--- config.mk ---
export PLATFORM = sky130hd
export DESIGN_NAME = tt_um_sowmya_quad_decoder
export DESIGN_NICKNAME = d
export VERILOG_FILES = /design/src/rtl/tt_um_sowmya_quad_decoder.sv
export SDC_FILE = /design/constraint.sdc
export NUM_CORES = 1
export LEC_CHECK = 0
export BUFFER_PORTS_ARGS = -buffer_cell sky130_fd_sc_hd__buf_4
export CAP_MARGIN = 20
export CORE_ASPECT_RATIO = 1.25
export CORE_UTILIZATION = 40
export CTS_CLUSTER_DIAMETER = 40
export DETAILED_ROUTE_END_ITERATION = 7
export PLACE_DENSITY = 0.73
export SYNTH_ARGS = -nofsm -noshare
export SYNTH_HDL_FRONTEND = slang
export SYNTH_SLANG_ARGS = --single-unit
export TNS_END_PERCENT = 10
--- constraint.sdc ---
create_clock -name clk -period 8.45 [get_ports clk]
set_input_delay 1.2675 -clock clk [delete_from_list [all_inputs] [get_ports clk]]
set_output_delay 1.2675 -clock clk [all_outputs]
set_load 0.05 [all_outputs]
--- src/rtl/tt_um_sowmya_quad_decoder.sv ---
// Quadrature (A/B) decoder with 8-bit position counter, index clear and sticky error flag.
// Optional A/B glitch filter enabled by defining QDEC_GLITCH_FILTER_EN.
module tt_um_sowmya_quad_decoder (
  input  logic       clk,
  input  logic       rst_n,
  input  logic [7:0] ui_in,
  output logic [7:0] uo_out,
  input  logic [7:0] uio_in,
  output logic [7:0] uio_out,
  output logic [7:0] uio_oe,
  input  logic       ena
);

  localparam int DATA_W = 8;
`ifdef QDEC_GLITCH_FILTER_EN
  localparam logic [2:0] FILL = 3'd4;
`else
  localparam logic [2:0] FILL = 3'd2;
`endif

  // Gray-coded {B,A} to a binary phase index: 00->0, 01->1, 11->2, 10->3.
  function automatic logic [1:0] gray2bin(input logic [1:0] g);
    return {g[1], g[1] ^ g[0]};
  endfunction

  // Returns {wrap, next_position} for a single +1/-1 step.
  function automatic logic [DATA_W:0] step_pos(input logic [DATA_W-1:0] pos, input logic up);
    logic signed [1:0]      delta;
    logic signed [DATA_W:0] sum;
    delta = up ? 2'sb01 : 2'sb11;
    sum   = $signed({1'b0, pos}) + (DATA_W+1)'(delta);
    return sum;
  endfunction

  logic [3:0]        sync_p0, sync_p1;
  logic [1:0]        ab_p1, ab_dec;
  logic              idx_p1, clr_p1;
  logic [1:0]        state_q;
  logic              primed;
  logic [2:0]        fill_cnt;
  logic              idx_q;
  logic [DATA_W-1:0] pos_q;
  logic              dir_q, step_q, wrap_q, err_q;
  logic [1:0]        diff;
  logic              step_up, step_dn, illegal, idx_rise;
  logic [DATA_W:0]   pos_nxt;

  // Stage p0/p1: two-flop synchronizer for {err_clr, index, B, A}
  always_ff @(posedge clk or negedge rst_n) begin
    if (!rst_n) begin
      sync_p0 <= '0;
      sync_p1 <= '0;
    end else begin
      sync_p0 <= {ui_in[4], ui_in[2], ui_in[1:0]};
      sync_p1 <= sync_p0;
    end
  end

  assign ab_p1  = sync_p1[1:0];
  assign idx_p1 = sync_p1[2];
  assign clr_p1 = sync_p1[3];

`ifdef QDEC_GLITCH_FILTER_EN
  // Filter: output follows the input only once three consecutive samples agree.
  logic [1:0] hist1_q, hist2_q, filt_q;
  logic [1:0] agree;

  always_comb begin
    agree  = ~(ab_p1 ^ hist1_q) & ~(hist1_q ^ hist2_q);
    ab_dec = (agree & ab_p1) | (~agree & filt_q);
  end

  always_ff @(posedge clk or negedge rst_n) begin
    if (!rst_n) begin
      hist1_q <= '0;
      hist2_q <= '0;
      filt_q  <= '0;
    end else begin
      hist1_q <= ab_p1;
      hist2_q <= hist1_q;
      filt_q  <= ab_dec;
    end
  end
`else
  assign ab_dec = ab_p1;
`endif

  always_comb begin
    diff     = gray2bin(ab_dec) - gray2bin(state_q);
    step_up  = primed && (diff == 2'd1);
    step_dn  = primed && (diff == 2'd3);
    illegal  = primed && (diff == 2'd2);
    idx_rise = primed && ui_in[3] && idx_p1 && !idx_q;
    pos_nxt  = step_pos(pos_q, step_up);
  end

  // Stage p2: decode, count, flags. Priming waits until the front end carries real samples.
  always_ff @(posedge clk or negedge rst_n) begin
    if (!rst_n) begin
      state_q  <= 2'b00;
      primed   <= 1'b0;
      fill_cnt <= '0;
      idx_q    <= 1'b0;
      pos_q    <= '0;
      dir_q    <= 1'b0;
      step_q   <= 1'b0;
      wrap_q   <= 1'b0;
      err_q    <= 1'b0;
    end else begin
      step_q <= 1'b0;
      wrap_q <= 1'b0;
      idx_q  <= idx_p1;
      if (!primed) begin
        if (fill_cnt == FILL) begin
          primed  <= 1'b1;
          state_q <= ab_dec;
        end else begin
          fill_cnt <= fill_cnt + 3'd1;
        end
      end else begin
        state_q <= ab_dec;
        if (idx_rise) begin
          pos_q <= '0;
        end else if (step_up || step_dn) begin
          pos_q  <= pos_nxt[DATA_W-1:0];
          wrap_q <= pos_nxt[DATA_W];
          dir_q  <= step_up;
          step_q <= 1'b1;
        end
      end
      if (clr_p1)
        err_q <= 1'b0;
      else if (illegal)
        err_q <= 1'b1;
    end
  end

  assign uo_out  = pos_q;
  assign uio_out = {4'b0000, wrap_q, err_q, step_q, dir_q};
  assign uio_oe  = 8'b0000_1111;

  logic unused;
  assign unused = &{1'b0, ena, uio_in, ui_in[7:5]};

endmodule

-- After elaboration in Yosys (flattened, before gate mapping)
Cells that the tools add are included.
Widths: inputs -> output; s select.
- flip-flop bits (word level): 27
- input port bits: 19
- output and inout port bits: 24
- word-level logic and storage cells: 52
- $add $sub $neg: 3
- eq/ne operators: 4
- muxes and demuxes: 15
- bitwise operators: 5
- reductions and logical operators: 14
- operators by type and width (kind ; count):
    $mux 8 ; 2
    $mux 1 ; 10
    $add 9x2->9 ; 1
    $logic_and 1x1->1 ; 6
    $mux 2 ; 3
    $reduce_bool 2->1 ; 3
    $eq 2x2->1 const B ; 2
    $reduce_and 2->1 ; 2
    $add 3x1->3 const B ; 1
    $eq 3x2->1 const B ; 1
    $not 1->1 ; 3
    $reduce_and 3->1 ; 1
    $eq 2x1->1 const B ; 1
    $sub 2x2->2 ; 1
    $xor 1x1->1 ; 2
    $logic_not 1->1 ; 1
    $logic_or 1x1->1 ; 1

-- Logic depth before layout (Yosys ltp)
Gate-level depths: netlist of the first run.
- depth after elaboration: 9
- gate-level depth with buffers: 12
- mapped depth without buffers: 12

-- Least setup slack after synthesis of the first run
OpenSTA, ideal clock, no wires.
- kind: register -> register
- from: register state_q[1]
- to: register pos_q[6] (netlist: uo_out[6])
- setup time: 122 ps
- data arrival time: 2761 ps
- required time: 8328 ps
- slack: 5568 ps
- stages on the path, launching flop included: 12
- buffers on the path: 0
- clock period less this slack: 2882 ps
- path through: dfrtp_1 -> xor2_1 -> ha_1 -> xnor2_1 -> xnor2_1 -> or3b_1 -> ha_1 -> nand2b_1 -> a21oi_1 -> o21a_1 -> or3_1 -> a32o_1
- cells in the longest elaborated chain, start to end: 8
- elaborated cells on any way between the ends: 13
- those cells by class: add/sub: 2; eq/ne: 2; mux: 3; bitwise: 1; reduce/logical: 5
- ends and longest elaborated chain (item ; line ; text):
    start, declared ; 38 ; logic [1:0] state_q;
    start signal, assigned ; 100 ; state_q <= 2'b00;
    start signal, assigned ; 116 ; state_q <= ab_dec;
    start signal, assigned ; 121 ; state_q <= ab_dec;
    $xor 1x1->1 ; 23 ; return {g[1], g[1] ^ g[0]};
    $sub 2x2->2 * ; 89 ; diff = gray2bin(ab_dec) - gray2bin(state_q);
    $eq 2x1->1 ; 90 ; step_up = primed && (diff == 2'd1);
    $logic_and 1x1->1 ; 90 ;
    $mux 2 ; 30 ; delta = up ? 2'sb01 : 2'sb11;
    $add 9x2->9 ; 31 ; sum = $signed({1'b0, pos}) + (DATA_W+1)'(delta);
    $mux 8 ; 124 ; end else if (step_up || step_dn) begin
    $mux 8 ; 122 ; if (idx_rise) begin
    end signal, assigned ; 125 ; pos_q <= pos_nxt[DATA_W-1:0];
    end, declared ; 42 ; logic [DATA_W-1:0] pos_q;
Mark *: on every way between the ends. The rest lies on a longest branch, timed or not. The select of a mux whose other input is x is not followed.
A chain may end at the register's enable or synchronous reset.

-- Final worst setup path of the first run
- from: register state_q[1]
- to: register pos_q[6] (netlist: uo_out[6])
- cells in the longest elaborated chain, start to end: 8
- elaborated cells on any way between the ends: 13
- those cells by class: add/sub: 2; eq/ne: 2; mux: 3; bitwise: 1; reduce/logical: 5
- ends and longest elaborated chain (item ; line ; text):
    $xor 1x1->1 ; 23 ;
    $sub 2x2->2 * ; 89 ;
    $eq 2x1->1 * ; 90 ;
    $logic_and 1x1->1 * ; 90 ;
    named net step_up ; 45 ; logic step_up, step_dn, illegal, idx_rise;
    $mux 2 ; 30 ;
    $add 9x2->9 ; 31 ;
    $mux 8 ; 124 ;
    $mux 8 ; 122 ;
The timed path passes the listed nets; every way through them passes the cells marked *. The select of a mux whose other input is x is not followed.

==> results_dict.tcl, run 1 <==
set metrics [dict create \
    final_area_um2 1540 \
    antenna_found_initial 0 \
    fin_nets 176 \
    synth_seq_cells 27 \
    power.leakage_nw 0.732 \
    fin_crit_sh_pct 37.6 \
    post_cts_resized 0 \
    wl_per_cell_um 12.2 \
    post_synth.cell_area_avg_um2 10.8 \
    worst_setup_path_start_kind "flip-flop" \
    antennaDiodeCount 0 \
    layout_common_cells "dfrtp_1 (27), buf_4 (18), conb_1 (12), o21ai_0 (11), nand2_1 (11)" \
    syn_inst 129 \
    drt-initial-drc-count 28 \
    clk_pin_slew_ns 0.09 \
    switchingPower_mw 0.276 \
    synth_mux_area_share_pct 1.62 \
    clock_path_buffers 2 \
    io_pins 43 \
    cts_buffers 3 \
    crit_fanout 8 \
    grt_pass1_wl_mm 4.13 \
    rows 23 \
    dieArea_um2 3720 \
    grt_max_degree 28 \
    cts-root-buf "clkbuf_8" \
    worstSetupEndpointType "flip-flop" \
    p_sw_share_pct 46.7 \
    synth_cell_type_count 32 \
    setup_tns_ns 0 \
    post_cts_buffers 0 \
    critPathMostFrequentCell "xnor2_1" \
    rsz0062_at_grt "no" \
    yosys_warnings 0 \
    drv_cap 0 \
    power.internal_mw 0.314 \
    clk_latency_ns 0.27 \
    reg2reg_to "uo_out[6]" \
    dpl_cell_area_um2 1490 \
    hold_viol_final 0 \
    grt_pass1_vias 954 \
    synth-simple-area-share_pct 8.36 \
    ys_seq_area_share_pct 48.5 \
    critical-path-slowest-cell "dfrtp_1" \
    timing.hold.ws_ns 0.354 \
    run_status "finished, final reports clean" \
    fillers 320 \
    cts.sinks 27 \
    htreeDepth 1 \
    p_clk_share_pct 12.3 \
    vias_per_cell 5.19 \
    place_hpwl_mm 1.69 \
    p_comb_share_pct 57.5 \
    hold_path_depth 0 \
    critPathKind "reg2reg" \
    hp-start "sync_p0[2]" \
    r2r_start "state_q[1]" \
    crit_chain "xor2_1 -> ha_1 -> xnor2_1 -> xnor2_1 -> or3b_1 -> inv_1 -> fa_1 -> nand2b_1 -> a21oi_1 -> o21a_1 -> o21ai_0 -> a32o_1" \
    reg2regPathDepth 12 \
    antenna_left 0 \
    synth_compound_area_share_pct 15.0 \
    hp-class "reg2reg" \
    first_pass_iters 4 \
    fin_crit_ns 3.18 \
    final_common_cell "dfrtp_1" \
    netlist_area_um2 1390 \
    synthXorXnorAreaFrac_pct 5.03 \
    wl_mm 2.23 \
    power.share.sequential_pct 30.1 \
    core-area_um2 3250 \
    max_freq_ghz 0.315 \
    worstPathArrival_ns 3.34 \
    powerDensity_nw_per_um2 383 \
    synth_top_family_by_area "compound AO/OA/AOI/OAI gates" \
    drv_slew 0 \
    grt_overflow 0 \
    setup_viol 0 \
    r2r_slack_ns 5.27 \
    grt_usage_pct 15.3 \
    crit_path_max_incr_delay_ns 0.42 \
    finalClockSkew_ns 0.00487 \
    synthAdderAreaFrac_pct 10.4 \
    vias 944 \
    cp.required_ns 8.62 \
    cts_hold_buf 0 \
    place_congestion 0.798 \
    die_x_um 54.8 \
    start_util_pct 42.8 \
    irDropWorstVdd_v 0.000193 \
    area_delta_synth_final_pct 10.4 \
    io_buffers 18 \
    hold_path_end "sync_p1[2]" \
    die_y_um 68.0 \
    cts_tree "yes" \
    drcViolationCount 0 \
    drive_gt1_share_pct 17.2 \
]
## routing by layer
metal | GRT usage, % | share of wire, % | vias up
li1 | - | - | 448
met1 | 18.2 | 40 | 464
met2 | 26.5 | 54 | 28
met3 | 2.67 | 4.3 | 4
met4 | 6.41 | 1.4 | 0
met5 | 0 | 0 | -
## sequential cells by signal, indices dropped and copies added (netlist names)
signal    count
sync_p1       4
primed        1
dir_q         1
state_q       2
sync_p0       4
step_q        1
wrap_q        1
fill_cnt      3
uo_out        8
err_q         1
idx_q         1
## worst max path at each step
stage                from  cells after the start  slack (ns)   endpoint
2_1_floorplan  state_q[1]                     11        5.57  uo_out[6]
3_3_place_gp   state_q[1]                     11        5.38  uo_out[6]
3_5_place_dp   state_q[1]                     12        5.31  uo_out[6]
4_1_cts        state_q[1]                     12        5.27  uo_out[6]
5_1_grt        state_q[1]                     12        4.98  uo_out[6]
6_report       state_q[1]                     12        5.27  uo_out[6]
## synth_stat cells
cell type   n  area [um^2]
o22ai_1     1         6.26
xor2_1      3         26.3
a22o_1      1         8.76
xnor2_1     5         43.8
a32o_1      2         20.0
inv_1       7         26.3
ha_1       10          125
or2b_2      1         8.76
or3b_1      1         8.76
conb_1      2         7.51
fa_1        1         20.0
nand2b_1    1         6.26
or3_1       1         6.26
a21o_1      2         15.0
nand2_1    11         41.3
a211oi_1    2         15.0
a31oi_1     1         6.26
a21oi_1     6         30.0
o21ai_1     1         5.00
nor2_1      3         11.3
nand3b_1    2         15.0
o21a_1      3         22.5
nor2b_1     1         6.26
o21ai_0    11         55.1
buf_4      16          120
a41oi_1     1         8.76
nand3_1     1         5.00
a211o_1     1         8.76
dfrtp_1    27          676
o21bai_1    1         7.51
mux2_2      2         22.5
or2b_1      1         7.51
## worst max-delay path, delay by kind of cell (launching register included)
| family | cells | cell delay (ns) |
|---|---|---|
| adders and majority gates | 2 | 0.58 |
| buffers and inverters | 1 | 0.09 |
| DFF | 1 | 0.42 |
| and+or+nand+nor | 2 | 0.55 |
| AOI/OAI and AO/OA | 4 | 0.82 |
| xor gates and xnor gates | 3 | 0.62 |
## per-stage QoR
stage          total power, mW  util [%]  cells  setup WS [ns]
4_1_cts                  0.594      47.3    182           5.27
6_report                 0.590      47.3    182           5.27
5_1_grt                  0.638      47.3    182           4.98
2_1_floorplan            0.450         -    139           5.57
3_3_place_gp             0.507      45.9    178           5.38
3_5_place_dp             0.518      45.9    178           5.31
## layout make-up
cell class	count	area, um^2	share of cell area [%]
repair buffers	18	135	8.79
clock buffers	3	41.3	2.69
well taps	37	46.3	3.01
clock inverters	1	5.00	0.325
multi-input cells	89	608	39.5
flip-flops and latches	27	676	43.9
inverters	7	26.3	1.71
## power by group through the flow
stage	Clock, mW	Combinational (mW)	Sequential, mW
6_report	0.0727	0.339	0.178
5_1_grt	0.0789	0.375	0.184
4_1_cts	0.0761	0.339	0.178
3_5_place_dp	0	0.337	0.181
3_3_place_gp	0	0.327	0.180
2_1_floorplan	0	0.209	0.241
## kinds of logic after synthesis
kind of cell / after synthesis
xor gates and xnor gates: 8
DFF: 27
and+or+nand+nor: 23
AOI/OAI and AO/OA: 33
muxes: 2
buffers and inverters: 23
adders and majority gates: 11
other: 2
Power figures use the tool's default switching activity.
==> inputs of run 2 (changes only) <==
--- a/config.mk
+++ b/config.mk
@@ -5,13 +5,14 @@
 export SDC_FILE = /design/constraint.sdc
 export NUM_CORES = 1
 export LEC_CHECK = 0
+export ABC_AREA = 1
 export BUFFER_PORTS_ARGS = -buffer_cell sky130_fd_sc_hd__buf_4
 export CAP_MARGIN = 20
 export CORE_ASPECT_RATIO = 1.25
 export CORE_UTILIZATION = 40
 export CTS_CLUSTER_DIAMETER = 40
 export DETAILED_ROUTE_END_ITERATION = 7
-export PLACE_DENSITY = 0.73
+export PLACE_DENSITY = 0.72
 export SYNTH_ARGS = -nofsm -noshare
 export SYNTH_HDL_FRONTEND = slang
 export SYNTH_SLANG_ARGS = --single-unit
==> constraint.sdc (replaced) <==
create_clock -name clk -period 3.32 [get_ports clk]
set_input_delay 0.498 -clock clk [delete_from_list [all_inputs] [get_ports clk]]
set_output_delay 0.498 -clock clk [all_outputs]
set_load 0.05 [all_outputs]
==> run 2 against run 1 <==
- the run now ends with DRC left
- critical path depth down 1
- clock power rose to 2.5 times the previous value
- worst hold slack worse by 0.23 ns
- final cell count up 27%
- via count up 13%
- synthesized cell count up 37%
- clock-buffer cell count up 1
- sequential power rose to 2.5 times the previous value
- critical path type unchanged
- largest power group unchanged
- highest routed layer unchanged
==> results_dict.tcl, run 2 <==
set metrics [dict create \
    run_status "finished with violations" \
    violations "DRC" \
    synth-edff-count 0 \
    hp-class "in2async" \
    setup_tns_ns 0 \
    cts_buffers 3 \
    power.internal_mw 0.774 \
    yosys.area.top_type "dfrtp_1" \
    first_pass_iters 5 \
    synthArstFlopShare_pct 100 \
    hold_viol_final 0 \
    r2r_start "sync_p1[1]" \
    p_sw_share_pct 49.4 \
    cts_hold_buf 0 \
    die_y_um 71.1 \
    syn_inst 177 \
    irDropWorstVdd_v 0.000295 \
    synth_most_common_cell "nand2_1" \
    max_freq_ghz 0.425 \
    drv_slew 0 \
    p_clk_share_pct 12.1 \
    powerDensity_nw_per_um2 913 \
    synth_common_cells "nand2_1 (50), dfrtp_1 (27), inv_1 (26)" \
    worst_slack_ns 0.965 \
    crit_family "simple AND/OR/NAND/NOR gates" \
    grt_pass1_wl_mm 4.11 \
    synthTopCellsByArea "dfrtp_1 (44%), nand2_1 (12%), ha_1 (8.2%)" \
    place_hpwl_mm 1.77 \
    yosys_warnings 0 \
    cts-root-buf "clkbuf_8" \
    total_power_mw 1.53 \
    switchingPower_mw 0.755 \
    worst-path-buf-inv 0 \
    io_buffers 18 \
    ys_seq_area_share_pct 44.2 \
    worst_setup_path_start_kind "flip-flop" \
    synth_top_area_share_pct 44.2 \
    netlist_area_um2 1530 \
    crit_chain "xnor2_1 -> ha_1 -> nor2_4 -> nand3_2 -> ha_1 -> a21oi_1 -> nand2_1 -> nand2_1 -> nand3_1 -> nand3_1 -> nand2_1" \
    grt_overflow 0 \
    synth_flop_cell "dfrtp_1" \
    fin_crit_sh_pct 70.9 \
    post_cts_buffers 0 \
    grt_max_degree 28 \
    rsz0062_at_grt "no" \
    clock_path_buffers 2 \
    largest_reg_flops 8 \
    vias 1067 \
    htreeDepth 1 \
    area_delta_synth_final_pct 9.57 \
    power.share.sequential_pct 29.2 \
    power.leakage_nw 0.938 \
    fin_crit_ns 2.36 \
    start_util_pct 42.8 \
    worstPathArrival_ns 2.53 \
    post_cts_resized 0 \
    antenna_left 0 \
    worstSetupEndpointType "flip-flop" \
    cts_tree "yes" \
    synth_cell_type_count 20 \
    critPathMostFrequentCell "nand2_1" \
    critPathLaunch "sync_p1[1]" \
    vias_per_cell 4.60 \
    crit_fanout 10 \
    cp.required_ns 3.49 \
    instances_no_fill 232 \
    setup_viol 0 \
    grt_pass1_vias 990 \
    critPathKind "reg2reg" \
    dieArea_um2 4080 \
    synth_seq_cells 27 \
    antennaDiodeCount 0 \
    crit_path_max_incr_delay_ns 0.43 \
    io_pins 43 \
    wl_mm 2.37 \
    clk_pin_slew_ns 0.09 \
    clk_latency_ns 0.27 \
    drcViolationCount 6 \
    fillers 360 \
    antenna_found_initial 0 \
    final_common_cell "nand2_1" \
    grt_usage_pct 13.0 \
    drt-initial-drc-count 39 \
    drive_gt1_share_pct 18.1 \
    fin_nets 224 \
    pre_cts_slack_ns 0.939 \
    finalClockSkew_ns 0.00457 \
    die_x_um 57.3 \
    post_synth.cell_area_avg_um2 8.64 \
    rows 24 \
    layout_common_cells "nand2_1 (50), dfrtp_1 (27), inv_1 (26), buf_4 (18), conb_1 (12)" \
    p_comb_share_pct 58.7 \
    drv_cap 0 \
    place.detailed.instances 228 \
    critical-path-slowest-cell "dfrtp_1" \
    core-area_um2 3570 \
    wl_per_cell_um 10.2 \
    place_congestion 0.807 \
    cts.sinks 27 \
]
==> run 2: changes by cell type in the layout (fill, tap and decap cells not counted), sizes merged, moves of 3 or more <==
cell	change
o21ai	-4
nand2	+39
o21a	-3
nor2	+7
xnor2	-4
nand3	+11
inv	+22
==> run 2: cells by family after synthesis <==
family	share of synthesized area, %
simple gates	21.4
buf+inv	15.0
flops	44.2
compound gates	5.89
fa+ha+maj	9.49
xor+xnor	2.86
other cells	0.491
mux	0.736
==> run 2: cell type report <==
| type | instances | area (um^2) | share of cell area [%] |
|---|---|---|---|
| Timing Repair Buffer | 18 | 135 | 8.07 |
| Clock buffer | 4 | 45.0 | 2.69 |
| Sequential cell | 27 | 676 | 40.3 |
| Multi-Input combinational cell | 115 | 662 | 39.5 |
| Inverter | 29 | 109 | 6.50 |
| Tap cell | 39 | 48.8 | 2.91 |
==> run 2: stage by stage <==
stage | util, % | hold WS (ns) | area [um^2]
floorplan | - | 0.202 | 1570
global placement | 45.6 | 0.332 | 1630
detailed placement | 45.6 | 0.335 | 1630
CTS | 46.9 | 0.138 | 1680
global route | 46.9 | 0.148 | 1680
finish | 46.9 | 0.120 | 1680
==> run 2: final timing paths <==
check / cells past startpoint / slack, ns / to
setup / recovery: 11 / 0.96 / uo_out[6]
hold / removal: 1 / 0.12 / uo_out[6]
setup reg to reg: 11 / 0.96 / uo_out[6]
hold reg to reg: 0 / 0.35 / sync_p1[1]
max in group asynchronous: 1 / 2.94 / uo_out[0]
min in group clk: 1 / 0.33 / sync_p0[3]
==> run 2: per-layer routing <==
layer | global-route usage, % | wire, um | vias up
met5 | 0 | 0 | -
met1 | 15.1 | 1040 | 498
met4 | 4.07 | 28 | 0
met3 | 2.93 | 79 | 5
met2 | 23.4 | 1220 | 19
li1 | - | - | 545
==> run 2: power groups by stage <==
stage	Sequential (mW)	Clock (mW)	Combinational [mW]
after floorplan	0.607	0	0.571
after global placement	0.453	0	0.884
after detailed placement	0.455	0	0.901
after CTS	0.448	0.192	0.904
after global routing	0.456	0.201	1.01
final	0.446	0.185	0.898
==> run 2: worst reg2reg max path, cell delays in order, from the launching register on <==
cell and delay [ns]:
dfrtp_1 0.43, xnor2_1 0.15, ha_1 0.34, nor2_4 0.14
nand3_2 0.23, ha_1 0.41, a21oi_1 0.15, nand2_1 0.11
nand2_1 0.10, nand3_1 0.07, nand3_1 0.08, nand2_1 0.05
